**config.mk**
```make
export PLATFORM = sky130hd
export DESIGN_NAME = addr_map_cfg_flat
export DESIGN_NICKNAME = d
export VERILOG_FILES = /design/src/rtl/addr_map_cfg_if.sv /design/src/rtl/addr_map_cfg.sv /design/src/flat_wrapper.sv
export SDC_FILE = /design/constraint.sdc
export NUM_CORES = 1
export LEC_CHECK = 0
export BUFFER_PORTS_ARGS = -buffer_cell sky130_fd_sc_hd__clkbuf_2
export CAP_MARGIN = 20
export CORE_MARGIN = 10
export CORE_UTILIZATION = 45
export DETAILED_ROUTE_END_ITERATION = 6
export PLACE_DENSITY = 0.65
export RECOVER_POWER = 50
export SYNTH_ARGS = -nofsm -noshare
export SYNTH_HDL_FRONTEND = slang
export SYNTH_SLANG_ARGS = --single-unit
export TNS_END_PERCENT = 5
```
**constraint.sdc**
```tcl
create_clock -name clk_i -period 5.8 [get_ports clk_i]
set_input_delay 0.58 -clock clk_i [delete_from_list [all_inputs] [get_ports clk_i]]
set_output_delay 0.58 -clock clk_i [all_outputs]
set_load 0.02 [all_outputs]
```
**src/rtl/addr_map_cfg_if.sv**
```systemverilog
// Request/grant register port between software and the address-map configuration block.
interface addr_map_cfg_if #(
  parameter int unsigned AddrWidth    = 32,
  parameter int unsigned RegAddrWidth = 3
);
  logic                    req;
  logic                    gnt;
  logic                    we;
  logic [RegAddrWidth-1:0] addr;
  logic [AddrWidth-1:0]    wdata;
  logic                    rvalid;
  logic [AddrWidth-1:0]    rdata;
  logic                    err;

  modport master (output req, we, addr, wdata, input gnt, rvalid, rdata, err);
  modport slave  (input req, we, addr, wdata, output gnt, rvalid, rdata, err);
endinterface

```
**src/rtl/addr_map_cfg.sv**
```systemverilog
// Shadow/active address map for addr_decode_dync: software edits a shadow copy, then commits it
// through a check/drain/swap sequence that holds the decoder in config_ongoing while the map changes.
module addr_map_cfg #(
  parameter int unsigned NoRules   = 1,
  parameter int unsigned NoIndices = 1,
  parameter int unsigned AddrWidth = 32,
  parameter type         rule_t    = logic [32+2*AddrWidth-1:0],
  parameter int unsigned IdxWidth  = (NoIndices > 1) ? $clog2(NoIndices) : 1
) (
  input  logic                 clk_i,
  input  logic                 rst_ni,
  addr_map_cfg_if.slave        bus,
  input  logic                 idle_i,
  output rule_t [NoRules-1:0]  addr_map_o,
  output logic                 en_default_idx_o,
  output logic [IdxWidth-1:0]  default_idx_o,
  output logic                 config_ongoing_o
);

  localparam int unsigned CtrlAddr = 3 * NoRules;
  localparam int unsigned StatAddr = CtrlAddr + 1;
  localparam int unsigned DefAddr  = CtrlAddr + 2;

  typedef enum logic [2:0] {
    ST_IDLE,
    ST_CHECK,
    ST_DRAIN,
    ST_SWAP,
    ST_SETTLE
  } state_e;

  state_e                r_state;
  logic [31:0]           r_sh_idx   [NoRules];
  logic [AddrWidth-1:0]  r_sh_start [NoRules];
  logic [AddrWidth-1:0]  r_sh_end   [NoRules];
  logic [31:0]           r_act_idx  [NoRules];
  logic [AddrWidth-1:0]  r_act_start[NoRules];
  logic [AddrWidth-1:0]  r_act_end  [NoRules];
  logic                  r_sh_def_en;
  logic [IdxWidth-1:0]   r_sh_def_idx;
  logic                  r_act_def_en;
  logic [IdxWidth-1:0]   r_act_def_idx;
  logic                  r_sticky_err;
  logic [7:0]            r_cnt;
  logic                  r_rvalid;
  logic [AddrWidth-1:0]  r_rdata;
  logic                  r_err;
  logic                  r_cfg_ongoing;

  logic                  w_gnt;
  logic [31:0]           w_addr;
  logic [AddrWidth-1:0]  w_rdata;
  logic                  w_err;
  logic                  w_shadow_ok;

  assign w_addr = 32'(bus.addr);
  assign w_gnt  = bus.req && (r_state == ST_IDLE);

  // Response data/error for the access currently presented on the port.
  always_comb begin
    w_rdata = '0;
    w_err   = 1'b0;
    if (w_addr > DefAddr) begin
      w_err = 1'b1;
    end else if (w_addr == StatAddr) begin
      if (bus.we) w_err = 1'b1;
      else        w_rdata = AddrWidth'({r_cnt, 7'd0, r_sticky_err});
    end else if (w_addr == CtrlAddr) begin
      if (bus.we && bus.wdata[0] && bus.wdata[1]) w_err = 1'b1;
    end else if (w_addr == DefAddr) begin
      if (!bus.we) w_rdata = AddrWidth'({r_sh_def_idx, r_sh_def_en});
    end else if (!bus.we) begin
      for (int unsigned r = 0; r < NoRules; r++) begin
        if (w_addr == 3*r)     w_rdata = AddrWidth'(r_sh_idx[r]);
        if (w_addr == 3*r + 1) w_rdata = r_sh_start[r];
        if (w_addr == 3*r + 2) w_rdata = r_sh_end[r];
      end
    end
  end

  // A rule with end_addr == 0 is an open-ended rule and is always range-valid.
  always_comb begin
    w_shadow_ok = (32'(r_sh_def_idx) < NoIndices);
    for (int unsigned r = 0; r < NoRules; r++) begin
      if (r_sh_idx[r] >= NoIndices) w_shadow_ok = 1'b0;
      if (!((r_sh_start[r] < r_sh_end[r]) || (r_sh_end[r] == '0))) w_shadow_ok = 1'b0;
    end
  end

  always_ff @(posedge clk_i) begin
    if (!rst_ni) begin
      r_state       <= ST_IDLE;
      r_sh_def_en   <= 1'b0;
      r_sh_def_idx  <= '0;
      r_act_def_en  <= 1'b0;
      r_act_def_idx <= '0;
      r_sticky_err  <= 1'b0;
      r_cnt         <= '0;
      r_rvalid      <= 1'b0;
      r_rdata       <= '0;
      r_err         <= 1'b0;
      r_cfg_ongoing <= 1'b0;
      for (int unsigned r = 0; r < NoRules; r++) begin
        r_sh_idx[r]    <= '0;
        r_sh_start[r]  <= '0;
        r_sh_end[r]    <= '0;
        r_act_idx[r]   <= '0;
        r_act_start[r] <= '0;
        r_act_end[r]   <= '0;
      end
    end else begin
      r_rvalid <= w_gnt;
      r_rdata  <= w_gnt ? w_rdata : '0;
      r_err    <= w_gnt && w_err;
      case (r_state)
        ST_IDLE: begin
          if (w_gnt && bus.we && !w_err) begin
            if (w_addr == CtrlAddr) begin
              if (bus.wdata[1]) begin
                r_sh_def_en  <= r_act_def_en;
                r_sh_def_idx <= r_act_def_idx;
                for (int unsigned r = 0; r < NoRules; r++) begin
                  r_sh_idx[r]   <= r_act_idx[r];
                  r_sh_start[r] <= r_act_start[r];
                  r_sh_end[r]   <= r_act_end[r];
                end
              end else if (bus.wdata[0]) begin
                r_state <= ST_CHECK;
              end
            end else if (w_addr == DefAddr) begin
              r_sh_def_en  <= bus.wdata[0];
              r_sh_def_idx <= bus.wdata[IdxWidth:1];
            end else begin
              for (int unsigned r = 0; r < NoRules; r++) begin
                if (w_addr == 3*r)     r_sh_idx[r]   <= 32'(bus.wdata);
                if (w_addr == 3*r + 1) r_sh_start[r] <= bus.wdata;
                if (w_addr == 3*r + 2) r_sh_end[r]   <= bus.wdata;
              end
            end
          end else if (w_gnt && !bus.we && (w_addr == StatAddr)) begin
            r_sticky_err <= 1'b0;
          end
        end
        ST_CHECK: begin
          if (w_shadow_ok) begin
            r_state       <= ST_DRAIN;
            r_cfg_ongoing <= 1'b1;
          end else begin
            r_state      <= ST_IDLE;
            r_sticky_err <= 1'b1;
          end
        end
        ST_DRAIN: begin
          if (idle_i) r_state <= ST_SWAP;
        end
        ST_SWAP: begin
          r_act_def_en  <= r_sh_def_en;
          r_act_def_idx <= r_sh_def_idx;
          for (int unsigned r = 0; r < NoRules; r++) begin
            r_act_idx[r]   <= r_sh_idx[r];
            r_act_start[r] <= r_sh_start[r];
            r_act_end[r]   <= r_sh_end[r];
          end
          r_cnt   <= r_cnt + 8'd1;
          r_state <= ST_SETTLE;
        end
        ST_SETTLE: begin
          r_state       <= ST_IDLE;
          r_cfg_ongoing <= 1'b0;
        end
        default: begin
          r_state       <= ST_IDLE;
          r_cfg_ongoing <= 1'b0;
        end
      endcase
    end
  end

  assign bus.gnt          = w_gnt;
  assign bus.rvalid       = r_rvalid;
  assign bus.rdata        = r_rdata;
  assign bus.err          = r_err;
  assign en_default_idx_o = r_act_def_en;
  assign default_idx_o    = r_act_def_idx;
  assign config_ongoing_o = r_cfg_ongoing;

  // Active map packed in rule_t field order: idx, start_addr, end_addr.
  always_comb begin
    for (int unsigned r = 0; r < NoRules; r++) begin
      addr_map_o[r] = rule_t'({r_act_idx[r], r_act_start[r], r_act_end[r]});
    end
  end

endmodule

```
**src/flat_wrapper.sv**
```systemverilog
// flat-port wrapper written by rule: the top's interface ports become plain ports
module addr_map_cfg_flat 
#(
  parameter int unsigned NoRules   = 1,
  parameter int unsigned NoIndices = 1,
  parameter int unsigned AddrWidth = 32,
  parameter type         rule_t    = logic [32+2*AddrWidth-1:0],
  parameter int unsigned IdxWidth  = (NoIndices > 1) ? $clog2(NoIndices) : 1
)
  (clk_i, rst_ni, idle_i, addr_map_o, en_default_idx_o, default_idx_o, config_ongoing_o, bus_req, bus_we, bus_addr, bus_wdata, bus_gnt, bus_rvalid, bus_rdata, bus_err);
  addr_map_cfg_if #(.AddrWidth(AddrWidth), .RegAddrWidth(($clog2(3*NoRules+3)))) bus_i ();
  input  logic clk_i;
  input  logic rst_ni;
  input  logic idle_i;
  output rule_t [NoRules-1:0] addr_map_o;
  output logic en_default_idx_o;
  output logic [IdxWidth-1:0] default_idx_o;
  output logic config_ongoing_o;
  input wire logic [$bits(bus_i.req)-1:0] bus_req;
  input wire logic [$bits(bus_i.we)-1:0] bus_we;
  input wire logic [$bits(bus_i.addr)-1:0] bus_addr;
  input wire logic [$bits(bus_i.wdata)-1:0] bus_wdata;
  output wire logic [$bits(bus_i.gnt)-1:0] bus_gnt;
  output wire logic [$bits(bus_i.rvalid)-1:0] bus_rvalid;
  output wire logic [$bits(bus_i.rdata)-1:0] bus_rdata;
  output wire logic [$bits(bus_i.err)-1:0] bus_err;
  assign bus_i.req = bus_req;
  assign bus_i.we = bus_we;
  assign bus_i.addr = bus_addr;
  assign bus_i.wdata = bus_wdata;
  assign bus_gnt = bus_i.gnt;
  assign bus_rvalid = bus_i.rvalid;
  assign bus_rdata = bus_i.rdata;
  assign bus_err = bus_i.err;
  addr_map_cfg #(.NoRules(NoRules), .NoIndices(NoIndices), .AddrWidth(AddrWidth), .rule_t(rule_t), .IdxWidth(IdxWidth)) u_core (.clk_i(clk_i), .rst_ni(rst_ni), .bus(bus_i), .idle_i(idle_i), .addr_map_o(addr_map_o), .en_default_idx_o(en_default_idx_o), .default_idx_o(default_idx_o), .config_ongoing_o(config_ongoing_o));
endmodule
```
# After elaboration in Yosys (flattened, before gate mapping)
# Memories as Yosys holds them, arrays and structs flattened.
# Cells that the tools add are included.
# Widths: inputs -> output; s select.
# word_totals
regBits	51
mem_bits_rw	192
input_bits	40
output_inout_bits	134
word_cells	158
mem_count	6
# classes
n_addsub	1
magnitude_cmp	4
n_eq_ne	18
n_mux	84
bitwise	3
reduce_logical	31
# memory_table
name	words	width	read_ports	rd_ports_with_merged_regs	write_ports	line	rtl
u_core.r_act_end	1	32	1	0	1	addr_map_cfg.sv:38	logic [AddrWidth-1:0] r_act_end [NoRules];
u_core.r_act_idx	1	32	1	0	1	addr_map_cfg.sv:36	logic [31:0] r_act_idx [NoRules];
u_core.r_act_start	1	32	1	0	1	addr_map_cfg.sv:37	logic [AddrWidth-1:0] r_act_start[NoRules];
u_core.r_sh_end	1	32	1	0	1	addr_map_cfg.sv:35	logic [AddrWidth-1:0] r_sh_end [NoRules];
u_core.r_sh_idx	1	32	1	0	1	addr_map_cfg.sv:33	logic [31:0] r_sh_idx [NoRules];
u_core.r_sh_start	1	32	1	0	1	addr_map_cfg.sv:34	logic [AddrWidth-1:0] r_sh_start [NoRules];
# op_table
operator	n
$mux 32	16
$reduce_or 32->1	9
$logic_not 32->1	2
$mux 1	57
$ge 32x1->1 const B	1
$lt 32x32->1	1
$ne 2x2->1 const B	9
$mux 16	1
$mux 3	5
$eq 3x2->1 const B	4
$pmux 3 s4	1
$add 8x1->8 const B	1
$logic_and 1x1->1	8
$reduce_and 4->1	2
$eq 3x1->1 const B	2
$eq 3x3->1 const B	2
$reduce_or 3->1	2
$reduce_and 5->1	1
$mux 2	2
$pmux 1 s2	2
$reduce_bool 2->1	2
$gt 3x3->1 const B	1
$logic_not 3->1	1
$not 1->1	3
other kinds (5)	6

# Longest topological paths before layout
# logic_depth
word_depth	15
mapped_depth	9
ltp_nobuf	8

# Worst setup path before layout
# Ideal clock, no wire load.
# synth_timing
path_type	register -> register
from	reg u_core.r_state[2]
to	mem u_core.r_act_end[0][0], enable pin
setup_ns	0.471
t_arrival_ns	3.674
t_required_ns	5.329
setup_slack_ns	1.655
stages_incl_launch_ff	6
cell_sequence	dfxtp_1 and3b_1 clkbuf_1 clkbuf_1 clkbuf_1 nand2b_1
# synth_via
elab_chain_cells	6
# synth_rtl
item	line	rtl
from (decl)	addr_map_cfg.sv:32	state_e r_state;
from (signal assigned)	addr_map_cfg.sv:92	r_state <= ST_IDLE;
from (signal assigned)	addr_map_cfg.sv:128	r_state <= ST_CHECK;
from (signal assigned)	addr_map_cfg.sv:146	r_state <= ST_DRAIN;
$eq 3x2->1 (*)	addr_map_cfg.sv:115	case (r_state)
$mux 1 (*)	addr_map_cfg.sv:115	
$mux 1 (*)	addr_map_cfg.sv:91	if (!rst_ni) begin
$mux 1 (implied by the code) (*)	addr_map_cfg.sv:162	r_act_end[r] <= r_sh_end[r];
$reduce_or 32->1 (no line)	-	
$mux 1 (no line) (*)	-	
to (decl)	addr_map_cfg.sv:38	
# Mark *: on every way between the ends. The rest lies on a longest branch, timed or not.

# Final worst setup path
# layout_timing
from	in bus_addr[0]
to	mem u_core.r_sh_end[0][8], enable pin
# layout_via
elab_chain_cells	13
# layout_rtl
item	line	rtl
from (decl)	flat_wrapper.sv:21	input wire logic [$bits(bus_i.addr)-1:0] bus_addr;
$eq 3x2->1	addr_map_cfg.sv:68, addr_map_cfg.sv:118	
$mux 1	addr_map_cfg.sv:68	end else if (w_addr == CtrlAddr) begin
$mux 1	addr_map_cfg.sv:65	end else if (w_addr == StatAddr) begin
$mux 1	addr_map_cfg.sv:63	if (w_addr > DefAddr) begin
$logic_not 1->1	addr_map_cfg.sv:117	if (w_gnt && bus.we && !w_err) begin
$logic_and 1x1->1	addr_map_cfg.sv:117	
$mux 1	addr_map_cfg.sv:117	
$mux 1	addr_map_cfg.sv:115	
$mux 1	addr_map_cfg.sv:91	
$mux 1 (implied by the code)	addr_map_cfg.sv:125	r_sh_end[r] <= r_act_end[r];
$reduce_or 32->1 (no line)	-	
$mux 1 (no line)	-	
$mux 1 (no line) (*)	-	
to (decl)	addr_map_cfg.sv:35	
# Marks and branches as above.

==> results_dict.tcl <==
set metrics [dict create \
    postCtsResizedCells 0 \
    max_cap_violations 2 \
    outcome "complete, but fails checks" \
    hold_end "u_core.r_state[0]" \
    n_fill_cell 2124 \
    timing.reg2reg.setup_slack_ns 2.31 \
    critPathSlowestCell "clkbuf_1" \
    setup_tns_ns 0 \
    hpwl_um 20700 \
    cp-end-kind "register" \
    cts_buffers 25 \
    insertion_delay_ns 0.53 \
    ioPinCount 174 \
    gp_congestion 0.825 \
    crit_fanout 45 \
    min_from "idle_i" \
    netlist_instances 861 \
    yosysWarnings 0 \
    port_buffers 173 \
    die_w_um 175 \
    synth_area_leaders "edfxtp_1 (53%), dfxtp_1 (9.4%), a22o_1 (7.8%)" \
    worstHoldPathCells 3 \
    synth.distinct_cells 56 \
    grt.total_usage_pct 20.1 \
    multi_input_area_um2 3620 \
    synth_nets 933 \
    seq_area_um2 6790 \
    grt.overflow.total 0 \
    finalCritPeriodShare_pct 69.3 \
    power.leakage_nw 5.03 \
    clk_pin_slew_ns 0.06 \
    reg2reg_depth 3 \
    core_area_um2 23600 \
    grt_pass1_vias 7849 \
    cts_buffer_depth 3 \
    whs_ns 0.350 \
    place_ws_ns 2.10 \
    r2r_end "u_core.r_act_end[0][5]" \
    area_delta_synth_final_pct 16.1 \
    postRouteAntennaNets 0 \
    grt_max_degree 106 \
    cts_tree "done" \
    total_power_mw 3.95 \
    die_area_um2 30700 \
    htree_levels 1 \
    finalCriticalPeriod_ns 4.02 \
    wirelength_um 32300 \
    critical_path_class "input pin to register" \
    hold_viol_final 0 \
    num_rows 56 \
    grt_setup_unrepaired "false" \
    synth_top_area_share_pct 53.2 \
    setup_violations 0 \
    max_freq_mhz 249 \
    synth_seq_cells 243 \
    avgSynthCellArea_um2 12.6 \
    fin_skew_ns 0.0113 \
    synth_top_area_cell "edfxtp_1" \
    mostFrequentLayoutCell "edfxtp_1" \
    netlist_area_um2 10800 \
    arrival_ns 4.16 \
    ir_drop_v 0.000192 \
    slowest_delay_ns 1.51 \
    finalMaxSlewViolations 92 \
    nets 1081 \
    final_cell_mix "edfxtp_1 (192), clkbuf_1 (136), and3_1 (97)" \
    initial_core_util_pct 45.9 \
    fp.dieH_um 175 \
    drtPass1Iterations 5 \
    slew-limit-headroom_pct -50.3 \
    hold_class "input pin to register" \
    max_slew.worst_pin.slew_ns 2.25 \
    viasPerCell 5.89 \
    synth-edff-count 192 \
    drtIter0Drc 743 \
    drive_above_1_share_pct 10.0 \
    num_vias 7935 \
    postCtsSetupRepairBufs 0 \
    cts_root_buffer "clkbuf_16" \
    wl_per_cell_um 23.9 \
    power_density_nw_per_um2 314 \
    cp-start-kind "input pin" \
    async_reset_ff_share_pct 0 \
    ys_seq_area_share_pct 62.6 \
    drc 0 \
    reg2reg_from "u_core.r_state[1]" \
    fin_ws_ns 1.78 \
    clkSinkCount 243 \
    violations "capacitance limit, slew limit" \
    worstPathRequired_ns 5.94 \
    holdBufCountCts 0 \
    grt_pass1_wl_um 48700 \
    antenna_found_initial 1 \
    cp_cell_sequence "clkbuf_1 > nor2b_1 > o21ai_1 > or4_1 > o21ai_0 > or2_2" \
    yosys_most_used_dff "edfxtp_1" \
]
[synth_stat cells, types with 3 or more instances]
| cell | number |
|---|---|
| a211oi_1 | 3 |
| a21oi_1 | 37 |
| a22o_1 | 96 |
| a22oi_1 | 9 |
| a31oi_1 | 3 |
| and3_1 | 97 |
| buf_2 | 19 |
| buf_4 | 6 |
| buf_6 | 3 |
| clkbuf_1 | 32 |
| dfxtp_1 | 51 |
| edfxtp_1 | 192 |
| ha_1 | 32 |
| inv_1 | 33 |
| mux2i_1 | 37 |
| nand2_1 | 29 |
| nand2b_1 | 4 |
| nand3_1 | 9 |
| nand4_1 | 10 |
| nor2_1 | 73 |
| nor3_1 | 6 |
| nor4_1 | 15 |
| o21ai_0 | 15 |
| or2_2 | 4 |
| xor2_1 | 5 |
[layout make-up]
| class | count | area share, % |
|---|---|---|
| Timing Repair Buffer | 183 | 6.15 |
| Clock inverter | 18 | 1.81 |
| Sequential cell | 243 | 53.9 |
| Tap cell | 319 | 3.17 |
| Multi-Input combinational cell | 522 | 28.8 |
| Inverter | 34 | 1.01 |
| Antenna cell | 1 | 0.0199 |
| Clock buffer | 28 | 5.14 |
[registers in the layout, summed over array words and instances, names as in the netlist]
signal,count
u_core.bus.err,1
u_core.bus.rdata,32
u_core.bus.rvalid,1
u_core.config_ongoing_o,1
u_core.default_idx_o,1
u_core.en_default_idx_o,1
u_core.r_act_end,32
u_core.r_act_idx,32
u_core.r_act_start,32
u_core.r_cnt,8
u_core.r_sh_def_en,1
u_core.r_sh_def_idx,1
u_core.r_sh_end,32
u_core.r_sh_idx,32
u_core.r_sh_start,32
u_core.r_state,3
u_core.r_sticky_err,1
[per-layer routing]
layer | track usage, % | vias up | part of all wire [%]
li1 | - | 3577 | -
met1 | 29.0 | 3946 | 45
met2 | 30.5 | 380 | 44
met3 | 4.68 | 32 | 9.3
met4 | 3.64 | 0 | 1.3
met5 | 0 | - | 0
[cells by family (layout without fill, tap and decap cells)]
family / count (synthesis) / in the layout / share of synthesized area (%)
AOI/OAI and AO/OA: 179 / 179 / 12.4
xor gates and xnor gates: 7 / 7 / 0.566
adders and majority gates: 32 / 32 / 3.70
buffers and inverters: 96 / 263 / 3.96
DFF: 243 / 243 / 62.6
muxes: 37 / 37 / 3.42
other: 0 / 1 / 0
and+or+nand+nor: 267 / 267 / 13.3
[worst max-delay path: cells and delay by family]
family                 cells  cell delay [ns]
AOI/OAI and AO/OA          2             0.41
buffers and inverters      1             1.51
and+or+nand+nor            3             1.64
[per-stage QoR]
step / util, % / area [µm²] / cells
5_1_grt: 53.3 / 12600 / 1347
6_report: 53.3 / 12600 / 1348
4_1_cts: 54.0 / 12800 / 1347
2_1_floorplan: - / 10800 / 861
3_5_place_dp: 50.3 / 11900 / 1301
3_3_place_gp: 50.3 / 11900 / 1301
[where the power goes]
group	internal [mW]	switching, mW	total (mW)
Sequential	1.93	0.0493	1.98
Clock	1.03	0.693	1.72
Combinational	0.0678	0.179	0.247
Total	3.03	0.921	3.95
[how the worst max path moves through the flow]
stage                     depth (start not counted)                 endpoint               from  slack, ns
after global placement                            6  u_core.r_sh_start[0][8]        bus_addr[0]       2.17
after floorplan                                   5   u_core.r_act_end[0][0]  u_core.r_state[2]       1.65
after CTS                                         6  u_core.r_sh_start[0][7]        bus_addr[0]       2.58
final                                             6    u_core.r_sh_end[0][8]        bus_addr[0]       1.78
after global routing                              6   u_core.r_sh_end[0][11]        bus_addr[0]       1.58
after detailed placement                          6    u_core.r_sh_end[0][5]        bus_addr[0]       2.10
No activity file was read; power rests on OpenSTA's default activity.
